$ cat src/rtl/mfe_if.sv
// Median filter engine bus bundle: start handshake, image ROM read port
// and result RAM write port.
interface mfe_if #(
  parameter int AW = 14,
  parameter int DW = 8
);
  logic          ready;
  logic          busy;
  logic [AW-1:0] iaddr;
  logic [DW-1:0] idata;
  logic [DW-1:0] data_rd;
  logic [DW-1:0] data_wr;
  logic [AW-1:0] addr;
  logic          wen;

  // Engine side: masters both memory ports and reports busy.
  modport master (
    input  ready, idata, data_rd,
    output busy, iaddr, data_wr, addr, wen
  );

  // Host / memory side.
  modport slave (
    output ready, idata, data_rd,
    input  busy, iaddr, data_wr, addr, wen
  );
endinterface

$ cat src/rtl/mfe.sv
// Median filter engine: 3x3 median over an IMG_W x IMG_H 8-bit image with
// zero padding. Pixels are processed in raster order; a sliding 3x3 window
// is refilled with one new right column per pixel (two columns at row start),
// the median comes from a 19-stage compare-exchange network and is written
// to the result RAM for one cycle.
module mfe #(
  parameter int IMG_W = 128,
  parameter int IMG_H = 128,
  parameter int AW    = 14,
  parameter int DW    = 8
) (
  input  logic  clk,
  input  logic  reset,
  mfe_if.master bus
);

  localparam int CW = $clog2(IMG_W);
  localparam int RW = $clog2(IMG_H);
  localparam logic [CW-1:0] C_LAST = CW'(IMG_W - 1);
  localparam logic [AW-1:0] P_LAST = AW'(IMG_W * IMG_H - 1);

  // Compare-exchange pairs of the 9-input median network; after the last
  // stage element 4 holds the 5th smallest value.
  localparam logic [3:0] CE_LO [19] = '{4'd1, 4'd4, 4'd7, 4'd0, 4'd3, 4'd6, 4'd1,
                                        4'd4, 4'd7, 4'd0, 4'd5, 4'd4, 4'd3, 4'd1,
                                        4'd2, 4'd4, 4'd4, 4'd6, 4'd4};
  localparam logic [3:0] CE_HI [19] = '{4'd2, 4'd5, 4'd8, 4'd1, 4'd4, 4'd7, 4'd2,
                                        4'd5, 4'd8, 4'd3, 4'd8, 4'd7, 4'd6, 4'd4,
                                        4'd5, 4'd7, 4'd2, 4'd4, 4'd2};

  typedef enum logic [2:0] {IDLE, FETCH, SORT, WRITE, DONE} state_t;

  state_t              state_q, state_d;
  logic                busy_q, busy_d;
  logic [RW-1:0]       r_q, r_d;
  logic [CW-1:0]       c_q, c_d;
  logic [AW-1:0]       pix_q, pix_d;
  logic [2:0]          k_q, k_d;
  logic [AW-1:0]       iaddr_q, iaddr_d;
  logic [8:0][DW-1:0]  win_q, win_d;
  logic [DW-1:0]       med_q, med_d;

  logic [8:0][DW-1:0]  net [20];
  logic [3:0]          cur_pos;
  logic                cur_pad;
  logic                fetch_last;
  logic                col_wrap;
  logic [RW-1:0]       nr;
  logic [CW-1:0]       nc;
  logic                unused_rd;

  // Fetch k of a pixel: at row start (c==0) taps 0..5 fill window columns 1
  // and 2 (column 0 is padding); otherwise taps 0..2 fill column 2.
  function automatic int tap_wrow(input logic [2:0] k);
    return (k < 3'd3) ? int'(k) : int'(k) - 3;
  endfunction

  function automatic int tap_wcol(input logic [CW-1:0] c, input logic [2:0] k);
    if (k < 3'd3) return (c == '0) ? 1 : 2;
    return 2;
  endfunction

  function automatic logic [3:0] tap_pos(input logic [CW-1:0] c, input logic [2:0] k);
    return 4'(tap_wrow(k) * 3 + tap_wcol(c, k));
  endfunction

  function automatic logic tap_pad(input logic [RW-1:0] r, input logic [CW-1:0] c,
                                   input logic [2:0] k);
    int ir, ic;
    ir = int'(r) + tap_wrow(k) - 1;
    ic = int'(c) + tap_wcol(c, k) - 1;
    return (ir < 0) || (ir >= IMG_H) || (ic < 0) || (ic >= IMG_W);
  endfunction

  // Padded taps keep the previous ROM address so they never cause a read.
  function automatic logic [AW-1:0] issue_addr(input logic [RW-1:0] r, input logic [CW-1:0] c,
                                               input logic [2:0] k, input logic [AW-1:0] hold);
    int ir, ic;
    ir = int'(r) + tap_wrow(k) - 1;
    ic = int'(c) + tap_wcol(c, k) - 1;
    if (tap_pad(r, c, k)) return hold;
    return AW'(ir * IMG_W + ic);
  endfunction

  function automatic logic [8:0][DW-1:0] ce(input logic [8:0][DW-1:0] v,
                                            input logic [3:0] lo, input logic [3:0] hi);
    logic [8:0][DW-1:0] o;
    o = v;
    if (v[lo] > v[hi]) begin
      o[lo] = v[hi];
      o[hi] = v[lo];
    end
    return o;
  endfunction

  assign net[0] = win_q;
  for (genvar gi = 0; gi < 19; gi++) begin : g_ce
    assign net[gi+1] = ce(net[gi], CE_LO[gi], CE_HI[gi]);
  end

  assign unused_rd = ^bus.data_rd;

  // Next-state, window and address sequencing for the pixel loop.
  always_comb begin
    state_d  = state_q;
    busy_d   = busy_q;
    r_d      = r_q;
    c_d      = c_q;
    pix_d    = pix_q;
    k_d      = k_q;
    iaddr_d  = iaddr_q;
    win_d    = win_q;
    med_d    = med_q;

    cur_pos    = tap_pos(c_q, k_q);
    cur_pad    = tap_pad(r_q, c_q, k_q);
    fetch_last = (c_q == '0) ? (k_q == 3'd5) : (k_q == 3'd2);
    col_wrap   = (c_q == C_LAST);
    nc         = col_wrap ? '0 : c_q + 1'b1;
    nr         = col_wrap ? r_q + 1'b1 : r_q;

    case (state_q)
      IDLE: begin
        if (bus.ready) begin
          state_d = FETCH;
          busy_d  = 1'b1;
          r_d     = '0;
          c_d     = '0;
          pix_d   = '0;
          k_d     = 3'd0;
          win_d   = '0;
          iaddr_d = issue_addr('0, '0, 3'd0, iaddr_q);
        end
      end
      FETCH: begin
        win_d[cur_pos] = cur_pad ? '0 : bus.idata;
        if (fetch_last) begin
          state_d = SORT;
        end else begin
          k_d     = k_q + 3'd1;
          iaddr_d = issue_addr(r_q, c_q, k_q + 3'd1, iaddr_q);
        end
      end
      SORT: begin
        med_d   = net[19][4];
        state_d = WRITE;
      end
      WRITE: begin
        if (pix_q == P_LAST) begin
          state_d = DONE;
          busy_d  = 1'b0;
          r_d     = '0;
          c_d     = '0;
          pix_d   = '0;
        end else begin
          state_d = FETCH;
          r_d     = nr;
          c_d     = nc;
          pix_d   = pix_q + 1'b1;
          k_d     = 3'd0;
          if (col_wrap) begin
            win_d = '0;
          end else begin
            win_d[0] = win_q[1];
            win_d[1] = win_q[2];
            win_d[2] = '0;
            win_d[3] = win_q[4];
            win_d[4] = win_q[5];
            win_d[5] = '0;
            win_d[6] = win_q[7];
            win_d[7] = win_q[8];
            win_d[8] = '0;
          end
          iaddr_d = issue_addr(nr, nc, 3'd0, iaddr_q);
        end
      end
      DONE: begin
        state_d = IDLE;
      end
      default: begin
        state_d = IDLE;
        busy_d  = 1'b0;
      end
    endcase
  end

  // State and datapath registers; reset aborts any frame in progress.
  always_ff @(posedge clk or negedge reset) begin
    if (!reset) begin
      state_q <= IDLE;
      busy_q  <= 1'b0;
      r_q     <= '0;
      c_q     <= '0;
      pix_q   <= '0;
      k_q     <= '0;
      iaddr_q <= '0;
      win_q   <= '0;
      med_q   <= '0;
    end else begin
      state_q <= state_d;
      busy_q  <= busy_d;
      r_q     <= r_d;
      c_q     <= c_d;
      pix_q   <= pix_d;
      k_q     <= k_d;
      iaddr_q <= iaddr_d;
      win_q   <= win_d;
      med_q   <= med_d;
    end
  end

  assign bus.busy    = busy_q;
  assign bus.iaddr   = iaddr_q;
  assign bus.addr    = pix_q;
  assign bus.data_wr = med_q;
  assign bus.wen     = (state_q == WRITE);

endmodule

$ cat src/flat_wrapper.sv
// flat-port wrapper written by rule: the top's interface ports become plain ports
module mfe_flat 
#(
  parameter int IMG_W = 128,
  parameter int IMG_H = 128,
  parameter int AW    = 14,
  parameter int DW    = 8
)
  (clk, reset, bus_ready, bus_idata, bus_data_rd, bus_busy, bus_iaddr, bus_data_wr, bus_addr, bus_wen);
  mfe_if #(.AW(AW), .DW(DW)) bus_i ();
  input  logic clk;
  input  logic reset;
  input wire logic [$bits(bus_i.ready)-1:0] bus_ready;
  input wire logic [$bits(bus_i.idata)-1:0] bus_idata;
  input wire logic [$bits(bus_i.data_rd)-1:0] bus_data_rd;
  output wire logic [$bits(bus_i.busy)-1:0] bus_busy;
  output wire logic [$bits(bus_i.iaddr)-1:0] bus_iaddr;
  output wire logic [$bits(bus_i.data_wr)-1:0] bus_data_wr;
  output wire logic [$bits(bus_i.addr)-1:0] bus_addr;
  output wire logic [$bits(bus_i.wen)-1:0] bus_wen;
  assign bus_i.ready = bus_ready;
  assign bus_i.idata = bus_idata;
  assign bus_i.data_rd = bus_data_rd;
  assign bus_busy = bus_i.busy;
  assign bus_iaddr = bus_i.iaddr;
  assign bus_data_wr = bus_i.data_wr;
  assign bus_addr = bus_i.addr;
  assign bus_wen = bus_i.wen;
  mfe #(.IMG_W(IMG_W), .IMG_H(IMG_H), .AW(AW), .DW(DW)) u_core (.clk(clk), .reset(reset), .bus(bus_i));
endmodule
$ cat config.mk
export PLATFORM = sky130hd
export DESIGN_NAME = mfe_flat
export DESIGN_NICKNAME = d
export VERILOG_FILES = /design/src/rtl/mfe_if.sv /design/src/rtl/mfe.sv /design/src/flat_wrapper.sv
export SDC_FILE = /design/constraint.sdc
export NUM_CORES = 1
export LEC_CHECK = 0
export CORE_UTILIZATION = 29
export DETAILED_ROUTE_END_ITERATION = 10
export GPL_ROUTABILITY_DRIVEN = 1
export PLACE_DENSITY_LB_ADDON = 0.08
export SLEW_MARGIN = 20
export SYNTH_ARGS = -nofsm -noshare
export SYNTH_HDL_FRONTEND = slang
export SYNTH_SLANG_ARGS = --single-unit
$ cat constraint.sdc
create_clock -name clk -period 39.2 [get_ports clk]
set_clock_uncertainty 0.2 [all_clocks]
set_input_delay 11.76 -clock clk [delete_from_list [all_inputs] [get_ports clk]]
set_output_delay 11.76 -clock clk [all_outputs]
set_load 0.02 [all_outputs]
After elaboration in Yosys (flattened, before gate mapping)
Cells that the tools add are included.
{"block": "totals", "regBits": 129, "in_bits": 19, "output_inout_bits": 38, "wordCells": 201}
{"block": "op_classes", "addsub": 22, "mul": 1, "order_cmp": 35, "n_eq_ne": 16, "muxes": 87, "bitwise_logic": 1, "reduce_logical": 22}
{"op": "2-to-1 mux 32 bit", "n": 11}
{"op": "case mux 72 bit (3 select lines)", "n": 1}
{"op": "adder 8 x 32 -> 32 bit", "n": 5}
{"op": ">= comparator 32 x 9 -> 1 bit (second input constant)", "n": 5}
{"op": "less-than comparator 32 x 1 -> 1 bit (second input constant)", "n": 5}
{"op": "subtractor 32 x 2 -> 32 bit (second input constant)", "n": 5}
{"op": "> comparator 8 bit", "n": 19}
{"op": "2-to-1 mux 16 bit", "n": 9}
{"op": "2-to-1 mux 72 bit", "n": 2}
{"op": "2-to-1 mux 14 bit", "n": 10}
{"op": "2-to-1 mux 8 bit", "n": 14}
{"op": "bitwise mux 72 bit", "n": 1}
{"op": "2-to-1 mux 64 bit", "n": 1}
{"op": "case mux 14 bit (3 select lines)", "n": 1}
{"op": "2-to-1 mux 7 bit", "n": 5}
{"op": "demux 8 bit (select 4 bit)", "n": 1}
{"op": "multiplier 32 x 3 -> 4 bit (second input constant)", "n": 1}
{"op": "adder 14 bit", "n": 2}
{"op": "case mux 14 bit (2 select lines)", "n": 1}
{"op": "case mux 7 bit (2 select lines)", "n": 2}
{"op": "2-to-1 mux 3 bit", "n": 6}
{"op": "2-to-1 mux 1 bit", "n": 16}
{"op": "adder 14 x 1 -> 14 bit (second input constant)", "n": 1}
{"op": "adder 7 x 1 -> 7 bit (second input constant)", "n": 2}
{"op": "other kinds (35)", "n": 58}

Logic depth before layout (Yosys ltp)
{"block": "depth", "word_depth": 19, "mapped_depth": 100, "depth_no_buf": 91}

Worst setup path before layout
Ideal clock, no wire load.
{"block": "synth_path", "path_kind": "register to register", "start": "reg u_core.win_q, in the netlist u_core.net[1337]", "end": "reg u_core.med_q[1], in the netlist u_core.bus.data_wr[1]", "setup_time_ns": 0.124, "arrival_ns": 17.332, "t_required_ns": 38.876, "setup_slack_ns": 21.544, "path_stages_with_launch": 94, "n_path_buf": 8, "synth_period_minus_slack_ns": 17.656, "path_cell_list": "dfrtp_1 > inv_1 > ha_1 > nor2b_1 > o211ai_2 > a21boi_2 > o21ai_2 > clkbuf_1 > mux2_2 > inv_1 > ha_1 > nand2_1 > o21ai_1 > nor2b_1 > a21oi_1 > o21ai_1 > mux2i_2 > clkbuf_1 > (+58 left out) > a22oi_1 > o211ai_1 > a211o_1 > clkbuf_1 > nor2_1 > a21oi_1 > ha_1 > nor2b_1 > o21a_1 > o21ai_0 > nand2b_1 > a21oi_1 > o21ai_0 > o21ai_1 > nor2_1 > a21o_1 > a221o_1 > o31a_1"}
{"block": "synth_between", "elab_chain_cells": 18, "elab_cells_between_ends": 28, "classes_between": "order compare (13); mux (15)"}
{"item": "from (decl)", "line_no": "mfe.sv:40", "source": "logic [8:0][DW-1:0] win_q, win_d;"}
{"item": "from (signal assigned)", "line_no": "mfe.sv:207", "source": "win_q <= win_d;"}
{"item": "> comparator 8 bit", "line_no": "mfe.sv:89", "source": "if (v[lo] > v[hi]) begin"}
{"item": "2-to-1 mux 16 bit (*)", "line_no": "mfe.sv:89"}
{"item": "> comparator 8 bit", "line_no": "mfe.sv:89"}
{"item": "2-to-1 mux 16 bit", "line_no": "mfe.sv:89"}
{"item": "> comparator 8 bit", "line_no": "mfe.sv:89"}
{"item": "2-to-1 mux 16 bit", "line_no": "mfe.sv:89"}
{"item": "> comparator 8 bit", "line_no": "mfe.sv:89"}
{"item": "2-to-1 mux 8 bit", "line_no": "mfe.sv:89"}
{"item": "(+2 left out)"}
{"item": "> comparator 8 bit", "line_no": "mfe.sv:89"}
{"item": "2-to-1 mux 8 bit", "line_no": "mfe.sv:89"}
{"item": "> comparator 8 bit", "line_no": "mfe.sv:89"}
{"item": "2-to-1 mux 8 bit", "line_no": "mfe.sv:89"}
{"item": "> comparator 8 bit", "line_no": "mfe.sv:89"}
{"item": "2-to-1 mux 8 bit", "line_no": "mfe.sv:89"}
{"item": "> comparator 8 bit", "line_no": "mfe.sv:89"}
{"item": "2-to-1 mux 8 bit (*)", "line_no": "mfe.sv:89"}
{"item": "to (signal assigned)", "line_no": "mfe.sv:208", "source": "med_q <= med_d;"}
{"item": "to (decl)", "line_no": "mfe.sv:41", "source": "logic [DW-1:0] med_q, med_d;"}
Every way passes the cells marked *; elsewhere a longest branch is shown, timed or not.
A chain may end at the register's enable or synchronous reset.

Worst setup path in the final report
{"block": "layout_path", "start": "reg u_core.win_q, in the netlist u_core.net[1289]", "end": "reg u_core.med_q[1], in the netlist u_core.bus.data_wr[1]"}
The elaborated chain is that of the path after synthesis.

==> metrics <==
Root Buffer=clkbuf_16; synthesis warning total=0; worst min-delay path class=reg -> reg; area grow syn2layout=12.4%; Port Buffers=48; flops & latches, synth=129; status=complete, no violations; Max-slew headroom=0.255; FFs w/ async S/R, synth=1.00; minimum clock period=21.67 ns; initial antenna violation count=0; Die H=233 um; FF+latch area=3230 um^2; Main synth FF type=dfrtp_1; placed cells=2591; gpl congestion=0.840; Die Wd=233 um; slowest cell on the critical path=a211oi_2; worst slew pin tran=1.12 ns; Clock transition at path regs=0.06 ns; Yosys top cell area share=0.209; post-synthesis cell type count=80; cts repair resizes=0; final setup margin=17.53 ns; grt total ovfl=0; count leader, synth=ha_1; EDFF count, synth=0; layout cells sized above 1=0.0584; largest net degree at the start of global routing=74; Max Cap Viol=0; die area=54200 um^2; wire length of the first global-routing pass=78600 um; post-synthesis mux area share=0.102; Final Max Slew Viols=0; crit-path max cell delay=0.95 ns; multi-input logic area=11300 um^2; Synth Area in Compound Gates=0.241; Post-Route Hold Slack=0.287 ns; Tot GR Track Use=0.193; startpoint types=flop; critical path data required time=39.36 ns; Synth area leaders=dfrtp_1 21%, ha_1 19%, mux2i_1 8.2%; WL final=51300 um; crit path kind=reg -> reg; H-Tree Depth=4; Post-Synth Adder-Cell Area=0.203; final setup TNS=0 ns; CTS tree=built; cell count after synthesis=1906; Crit. End Element=flop; register area share after synthesis=0.209; Longest Clk Path Bufs=2; Vias per Instance=5.22; Synth Net Count=2170; final setup vio count=0; CTS Sinks=129; DRT iter0 DRCs=676; vias in the first global route=13344; # rows=84; RSZ-0062 raised after global routing=false; nets=2186; core area=52700 um^2; Simple-Gate Fraction of Synth Area=0.154; # hold bufs at CTS=0; f_max=46.1 MHz; DP HPWL=41200 um; fin crit share=0.553; Mapped Area=15500 um^2; synthesized area per cell=8.11 um^2; final hold vios=0; main combinational cell family by area after synthesis=compound AO/OA/AOI/OAI gates; ANT cells=0; fill count=5563; biggest area consumer among synthesized cells=dfrtp_1; Post-synth top cells=235 x ha_1, 190 x inv_1, 176 x nand2_1; post-synthesis xor/xnor area fraction=0.0266; clock latency on the worst-skew pair=0.47 ns; CP arrival=21.83 ns; Post-Layout Cell Count=2623; Initial Util=0.294; post-CTS setup buffers=0; post-route ant nets=0; DR vias=13695; post-DR wirelength/cell=19.6 um; # DRC=0; total I/O pin count=57; first-pass iteration count of the detailed router=6; Max Fanout on Critical Path=28; Setup WS pre-CTS=17.93 ns; Num CTS Buffers=17
[cell type report]
type,instances,share of cell area
inverter,193,0.0417
clock buffer,19,0.0255
timing repair buffer,65,0.0353
multi-input combinational,1516,0.649
tap,688,0.0495
sequential,129,0.186
clock inverter,13,0.0134
[worst max-delay path: cells and delay by family (launching register included)]
| family | cells | cell delay (ns) |
|---|---|---|
| AO/OA/AOI/OAI | 51 | 12.95 |
| adder cells (fa/ha/maj) | 9 | 2.61 |
| buffers and inverters | 11 | 1.96 |
| AND/OR/NAND/NOR | 17 | 1.91 |
| multiplexers | 3 | 1.39 |
| flip-flops | 1 | 0.48 |
[flip-flops by register name, indices dropped and copies added, names as in the netlist, 3 cells and up]
register and cells:
u_core.net 72, u_core.bus.addr 14, u_core.bus.iaddr 14, u_core.bus.data_wr 8, u_core.c_q 7, u_core.r_q 7, u_core.k_q 3, u_core.state_q 3
[per-layer routing]
| metal | track usage | vias to the layer above | part of all wire |
|---|---|---|---|
| met5 | 0 | - | 0 |
| met4 | 0.0472 | 0 | 0.015 |
| met3 | 0.0288 | 35 | 0.024 |
| met2 | 0.319 | 181 | 0.47 |
| met1 | 0.261 | 6570 | 0.49 |
| li1 | - | 6909 | - |
[per-stage QoR]
step | instance area (um^2) | utilization
CTS | 17400 | 0.330
detailed placement | 16700 | 0.317
global placement | 16700 | 0.317
floorplan | 15500 | -
finish | 17400 | 0.330
global route | 17400 | 0.330
[cell families after synthesis]
| logic type | after synthesis |
|---|---|
| buffers and inverters | 261 |
| multiplexers | 153 |
| flip-flops | 129 |
| XOR/XNOR | 47 |
| adder cells (fa/ha/maj) | 245 |
| AND/OR/NAND/NOR | 512 |
| AO/OA/AOI/OAI | 559 |
[final timing paths]
check	startpoint	endpoint	slack (ns)	cells after the start
max	u_core.net[1289]	u_core.bus.data_wr[1]	17.53	91
min	u_core.bus.iaddr[3]	u_core.bus.iaddr[3]	0.29	2
max reg2reg	u_core.net[1289]	u_core.bus.data_wr[1]	17.53	91
min reg2reg	u_core.bus.iaddr[3]	u_core.bus.iaddr[3]	0.29	2
max in group asynchronous	reset	u_core.net[1107]	26.52	2
min in group asynchronous	reset	u_core.bus.data_wr[5]	11.02	1
[placed cells by master, fill, tap and decap left out, types with 15 or more instances in the layout]
cell               n
ha_1             235
a21oi_1          111
mux2_2            24
buf_4             16
nor2_1           139
o211ai_1          31
nor2b_1           28
inv_1            190
clkbuf_16         17
and3_1            19
o22ai_1           17
a32oi_1           35
xnor2_1           35
dfrtp_1          129
o21ai_0          147
clkdlybuf4s50_1   47
and2_1            21
nand2_1          176
a211oi_1          15
nand4_1           21
mux2i_1          126
nand2b_1          24
nand3_1           42
a21o_1            43
o21a_1            16
Power is not shown: default switching activity piles up to over one toggle a cycle in this logic, so the estimate is an artifact.
